$ cat src/rtl/popcount_frame_accumulator.sv
// Frame accumulator for 6-bit popcount values: collects WORDS beats, then presents the saturating sum and the maximum.
// Optional macro POPACC_THRESH_EN adds the thresh_hits output (beats with count >= THRESH).
module popcount_frame_accumulator #(
    parameter int WORDS  = 8,
    parameter int SUM_W  = 9,
    parameter int THRESH = 16
) (
    input  logic             clk,
    input  logic             rst,
    input  logic             start,
    input  logic             in_valid,
    input  logic [5:0]       in_count,
    output logic             in_ready,
    output logic             out_valid,
    input  logic             out_ready,
    output logic [SUM_W-1:0] out_sum,
    output logic [5:0]       out_max,
    output logic             busy
`ifdef POPACC_THRESH_EN
    ,
    output logic [7:0]       thresh_hits
`endif
);

    localparam logic [1:0] S_IDLE  = 2'd0;
    localparam logic [1:0] S_ACCUM = 2'd1;
    localparam logic [1:0] S_DONE  = 2'd2;

    // Extra headroom so the add can never wrap before the saturation compare.
    localparam int EXT_W = SUM_W + 7;
    localparam logic [EXT_W-1:0] SUM_MAX = {{7{1'b0}}, {SUM_W{1'b1}}};

    if (WORDS < 2 || WORDS > 255 || SUM_W < 1 || THRESH < 0) begin : g_bad_param
        $error("popcount_frame_accumulator: parameter out of range");
    end

    logic [1:0]       state;
    logic [SUM_W-1:0] acc_sum;
    logic [5:0]       acc_max;
    logic [7:0]       word_cnt;

    logic [EXT_W-1:0] sum_ext;
    logic [SUM_W-1:0] sum_next;
    logic [5:0]       max_next;
    logic             last_beat;

    always_comb begin
        sum_ext   = EXT_W'(acc_sum) + EXT_W'(in_count);
        sum_next  = (sum_ext > SUM_MAX) ? {SUM_W{1'b1}} : sum_ext[SUM_W-1:0];
        max_next  = (in_count > acc_max) ? in_count : acc_max;
        last_beat = (word_cnt == 8'(WORDS - 1));
    end

    assign in_ready = (state == S_ACCUM);
    assign busy     = (state == S_ACCUM);

    always_ff @(posedge clk) begin
        if (rst) begin
            state     <= S_IDLE;
            out_valid <= 1'b0;
            out_sum   <= '0;
            out_max   <= '0;
            acc_sum   <= '0;
            acc_max   <= '0;
            word_cnt  <= '0;
        end else begin
            case (state)
                S_IDLE: begin
                    if (start) begin
                        acc_sum  <= '0;
                        acc_max  <= '0;
                        word_cnt <= '0;
                        state    <= S_ACCUM;
                    end
                end
                S_ACCUM: begin
                    if (in_valid) begin
                        acc_sum  <= sum_next;
                        acc_max  <= max_next;
                        word_cnt <= word_cnt + 8'd1;
                        if (last_beat) begin
                            out_sum   <= sum_next;
                            out_max   <= max_next;
                            out_valid <= 1'b1;
                            state     <= S_DONE;
                        end
                    end
                end
                S_DONE: begin
                    if (out_ready) begin
                        out_valid <= 1'b0;
                        if (start) begin
                            acc_sum  <= '0;
                            acc_max  <= '0;
                            word_cnt <= '0;
                            state    <= S_ACCUM;
                        end else begin
                            state <= S_IDLE;
                        end
                    end
                end
                default: state <= S_IDLE;
            endcase
        end
    end

`ifdef POPACC_THRESH_EN
    logic [7:0] hit_cnt;
    logic [7:0] hit_next;

    always_comb begin
        hit_next = hit_cnt + ((32'(in_count) >= 32'(THRESH)) ? 8'd1 : 8'd0);
    end

    always_ff @(posedge clk) begin
        if (rst) begin
            hit_cnt     <= '0;
            thresh_hits <= '0;
        end else if ((state == S_IDLE && start) || (state == S_DONE && out_ready && start)) begin
            hit_cnt <= '0;
        end else if (state == S_ACCUM && in_valid) begin
            hit_cnt <= hit_next;
            if (last_beat) thresh_hits <= hit_next;
        end
    end
`endif

endmodule

$ cat config.mk
export PLATFORM = sky130hd
export DESIGN_NAME = popcount_frame_accumulator
export DESIGN_NICKNAME = d
export VERILOG_FILES = /design/src/rtl/popcount_frame_accumulator.sv
export SDC_FILE = /design/constraint.sdc
export NUM_CORES = 1
export LEC_CHECK = 0
export BUFFER_PORTS_ARGS = -buffer_cell sky130_fd_sc_hd__buf_2
export CAP_MARGIN = 10
export CORE_UTILIZATION = 62
export DETAILED_ROUTE_END_ITERATION = 16
export PLACE_DENSITY = 0.85
export SKIP_CTS_REPAIR_TIMING = 1
export SLEW_MARGIN = 10
export SYNTH_ARGS = -nofsm -noshare
export SYNTH_HDL_FRONTEND = slang
export SYNTH_SLANG_ARGS = --single-unit
$ cat constraint.sdc
create_clock -name clk -period 3.82 [get_ports clk]
set_clock_uncertainty 0.15 [all_clocks]
set_input_delay 0.573 -clock clk [delete_from_list [all_inputs] [get_ports clk]]
set_output_delay 0.573 -clock clk [all_outputs]
set_load 0.1 [all_outputs]
Word-level counts from Yosys, hierarchy flattened:

Cells that the tools add are included.

* flip-flop bits (word level): 41
* bits in latches: 0
* memory bits (writable): 0
* bits in read-only memories: 0
* bits of input ports: 11
* output and inout port bits: 18
* logic and storage cells: 49
* memories kept: 0

* add/sub/neg operators: 2
* multiply operators: 0
* div/mod/pow operators: 0
* order comparisons: 2
* equality and inequality tests: 7
* shifts and indexed selects: 0
* mux-type cells: 24
* bitwise logic cells: 0
* reductions and logical operators: 7

Operators with widths (count)
* 9-bit 2-to-1 mux: 4
* 9-bit one-hot mux with 3 select lines: 1
* 6-bit 2-to-1 mux: 4
* 8-bit 2-to-1 mux: 3
* 8-bit one-hot mux with 3 select lines: 1
* 6-bit one-hot mux with 3 select lines: 1
* 9-bit by 6-bit adder with 10-bit output: 1
* 10-bit by 9-bit greater-than comparator with 1-bit output, second input constant: 1
* 8-bit by 1-bit adder with 8-bit output, second input constant: 1
* 8-bit by 3-bit == test with 1-bit output, second input constant: 1
* 2-bit 2-to-1 mux: 4
* 4-bit AND reduction: 2
* 6-bit greater-than comparator: 1
* 2-bit != test, second input constant: 3
* 2-bit one-hot mux with 3 select lines: 1
* 3-bit AND reduction: 2
* 1-bit 2-to-1 mux: 4
* 3-bit nonzero test: 1
* 2-bit by 1-bit == test with 1-bit output, second input constant: 1
* 2-bit == test, second input constant: 1
* 2-bit logical NOT: 1
* 2-bit by 1-bit != test with 1-bit output, second input constant: 1
* 1-bit one-hot mux with 2 select lines: 1
* 2-bit nonzero test: 1

Longest topological paths before layout:

* word-level depth: 5
* depth in mapped cells: 8
* mapped depth without buffers: 7

Least setup slack after synthesis:

OpenSTA, ideal clock, no wires.

* path type: register to register
* from: register state[0]
* to: register acc_max[0]
* arrival time: 2.955 ns
* data required time: 3.554 ns
* path slack: 0.598 ns
* stages on the path, launching flop included: 5
* period minus slack after synthesis: 3.222 ns
* path through: dfxtp_1 -> nor2b_1 -> nand2_1 -> or2_2 -> a41o_1

* word-level cells in the longest chain between the ends: 3

Ends and longest elaborated chain
* from (decl): RTL line 37 `logic [1:0] state;`
* from (signal assigned): RTL line 59 `state <= S_IDLE;`
* from (signal assigned): RTL line 73 `state <= S_ACCUM;`
* from (signal assigned): RTL line 85 `state <= S_DONE;`
* 2-bit by 1-bit == test with 1-bit output *
* net busy: RTL line 18 `output logic busy`
* 2-bit != test (no line) or 3-bit nonzero test (tied branches)
* 3-bit AND reduction (no line)
* to (signal assigned): RTL line 79 `acc_max <= max_next;`
* to (decl): RTL line 39 `logic [5:0] acc_max;`

Mark *: on every way through the listed nets, which the timed path passes. The rest lies on a longest branch.
A chain may end at the register's enable or synchronous reset.

Worst setup path in the final report:

* from: register acc_max[3]
* to: register out_max[0]

* word-level cells in the longest chain between the ends: 2

Ends and longest elaborated chain
* 6-bit greater-than comparator: RTL line 50 `max_next = (in_count > acc_max) ? in_count : acc_max;`
* 6-bit 2-to-1 mux: RTL line 50
* to (signal assigned): RTL line 83 `out_max <= max_next;`
* to (decl): RTL line 17 `output logic [5:0] out_max,`

Every way passes these cells.

==> metrics.cfg <==
[synthesis]
ys.flop_type = dfxtp_1
yosysMostFrequentCell = dfxtp_1
synth_common_cells = dfxtp_1 (41), nand2_1 (26), a21oi_1 (21), nor2_1 (21), o21ai_0 (14)
postSynthAreaPerCell_um2 = 8.77
synth_cell_types = 59
synth_nets = 280
yosys.area.top_type = dfxtp_1
synth_cells = 255
yosysSeqAreaShare_pct = 36.7
netlist_top_cells_area = dfxtp_1 (37%), ha_1 (7.3%), a21oi_1 (4.7%), nand2_1 (4.4%), nor2_1 (3.5%)
yosysTopAreaCellShare_pct = 36.7
synth-edff-count = 0
synth_area_mm2 = 0.00224
synth_seq_cells = 41
yosysWarningCount = 0
synthArstFlopShare_pct = 0

[layout]
finalNetCount = 308
layout-area-overhead-vs-synth_pct = 11.2
drive_above_1_share_pct = 21.1
layoutNonFillerInstCount = 330
antenna_cells = 0
final_util_pct = 73.4

[setup_path]
critPathRequiredTime_ns = 3.91
r2r_cells = 8
worstPathMaxFanout = 11
r2r-end = out_max[0]
critPathCaptureType = register
cp-startpoint = acc_max[3]
critical_path_class = register to register
cp-endpoint = out_max[0]
worstSetupStartpointType = register
cp.arrival_ns = 2.46
timing.rr.start = acc_max[3]
timing.reg2reg.setup_slack_ns = 1.46

[floorplan]
num_rows = 21
die-area_mm2 = 0.00385
coreArea_mm2 = 0.00339
die_h_um = 62.1
num_io_pins = 29
die_w_um = 62.1
initial_core_util_pct = 66.0

[sta]
rsz0062_at_grt = false
tightest_slew_ns = 0.625
slew_violations = 0
min_period_ns = 2.36
holdWs_ns = 0.296
hold_viol_final = 0
clock.fmax_mhz = 423
relSlewSlack_pct = 58.3
report.final.setup_viol = 0
finalCritPeriodShare_pct = 61.9
fin_setup_tns_ns = 0

[run_status]
status = finished clean

[routing]
vias = 1977
via_per_inst = 5.99
final_antenna_net_count = 0
drt-initial-drc-count = 138
drt_wl_total_um = 4860
dr.pass1.iters = 4
drc = 0
post_drt_wl_per_cell_um = 14.7

[cts]
worstSkewPairLatency_ns = 0.36
tritoncts = yes
htree_levels = 2
cts_buffers = 5
cts.sinks = 41
root_buffer = clkbuf_4
path_clk_slew_ns = 0.12
clk_path_buf_depth = 2

[placed_design]
gp_congestion = 0.929
hpwl_um = 3500
port_buffers = 28
placed_cells = 322

[pwr]
fin_total_pwr_uw = 907
power_density_mw_per_mm2 = 365
vdd_ir_drop_max_mv = 0.321
leakagePower_uw = 0.000988

[hold_path]
worst_hold_path_type = input port to register

[global_routing]
grt_max_degree = 32
grt_pass1_vias = 1831
overflow = 0
grt_pass1_wl_um = 8130
grt_usage_pct = 29.1
antenna_found_initial = 0

[flow_run]
maxCapViolCount = 0

## worst min path at each step
stage                     from         end  slack (ns)  cells after the start
CTS                  out_ready   out_valid        0.30                      2
floorplan           acc_sum[0]  acc_sum[0]        0.29                      2
global route         out_ready   out_valid        0.31                      2
global placement    out_sum[7]  out_sum[7]        0.29                      2
detailed placement  out_sum[7]  out_sum[7]        0.30                      2
finish               out_ready   out_valid        0.30                      2
## critical path, stage by stage, from the launching register on
cell and delay, ns:
dfxtp_1 0.38, inv_1 0.06, ha_1 0.29, a211oi_1 0.21, nor2_1 0.09, o32ai_2 0.41
buf_4 0.28, mux2i_1 0.29, a211oi_2 0.10
## per-layer routing
metal | part of all wire, % | wire [µm] | up-vias | track usage (%)
li1 | - | - | 984 | -
met1 | 44 | 2130 | 911 | 37.9
met2 | 48 | 2330 | 70 | 45.6
met3 | 6.2 | 302 | 12 | 6.00
met4 | 1.9 | 92 | 0 | 14.9
met5 | 0 | 0 | - | 0
## through the flow
step                area (µm²)  setup slack (ns)
floorplan                 2240             0.598
CTS                       2490              1.45
detailed placement        2390              1.15
global route              2490              1.34
finish                    2490              1.46
global placement          2390              1.23
## final cells by class
| class | instances | area, µm² |
|---|---|---|
| Sequential cell | 41 | 821 |
| Clock buffer | 5 | 37.5 |
| Tap cell | 46 | 57.6 |
| Multi-Input combinational cell | 190 | 1290 |
| Fill cell | 278 | 901 |
| Clock inverter | 3 | 65.1 |
| Inverter | 13 | 48.8 |
| Timing Repair Buffer | 32 | 170 |
## power breakdown
group / internal, µW / leakage, µW / switching [µW] / total (µW)
Sequential: 433 / 0.000331 / 4.88 / 438
Combinational: 38.9 / 0.000602 / 82.6 / 122
Clock: 203 / 0.0000552 / 145 / 347
## cell usage in the layout (no fill, tap or decap), types with 3 or more instances in the layout
cell / netlist / layout
o21ai_0: 14 / 14
nand2_1: 26 / 26
nor2_1: 21 / 21
nand2b_1: 3 / 3
a211oi_2: 5 / 5
inv_1: 12 / 12
clkbuf_4: 0 / 5
a211oi_1: 7 / 7
nand3_1: 9 / 9
mux2i_1: 6 / 6
nor2_2: 5 / 5
nor2b_1: 3 / 3
nor3_1: 3 / 3
o211ai_1: 8 / 8
dfxtp_1: 41 / 41
buf_2: 2 / 28
ha_1: 13 / 13
a21oi_1: 21 / 21
xnor2_1: 4 / 4
buf_4: 1 / 4
## registers in the layout, summed over array words and instances (netlist names)
| signal | flops |
|---|---|
| acc_sum | 9 |
| out_sum | 9 |
| word_cnt | 8 |
| acc_max | 6 |
| out_max | 6 |
| state | 2 |
| out_valid | 1 |
## cells by family after synthesis
family          share of synthesized area, %
simple gates                            19.8
compound gates                          24.6
flops                                   36.7
buf+inv                                 5.70
fa+ha+maj                               8.17
xor+xnor                                2.35
mux                                     2.68
(Power assumes the default switching activity.)
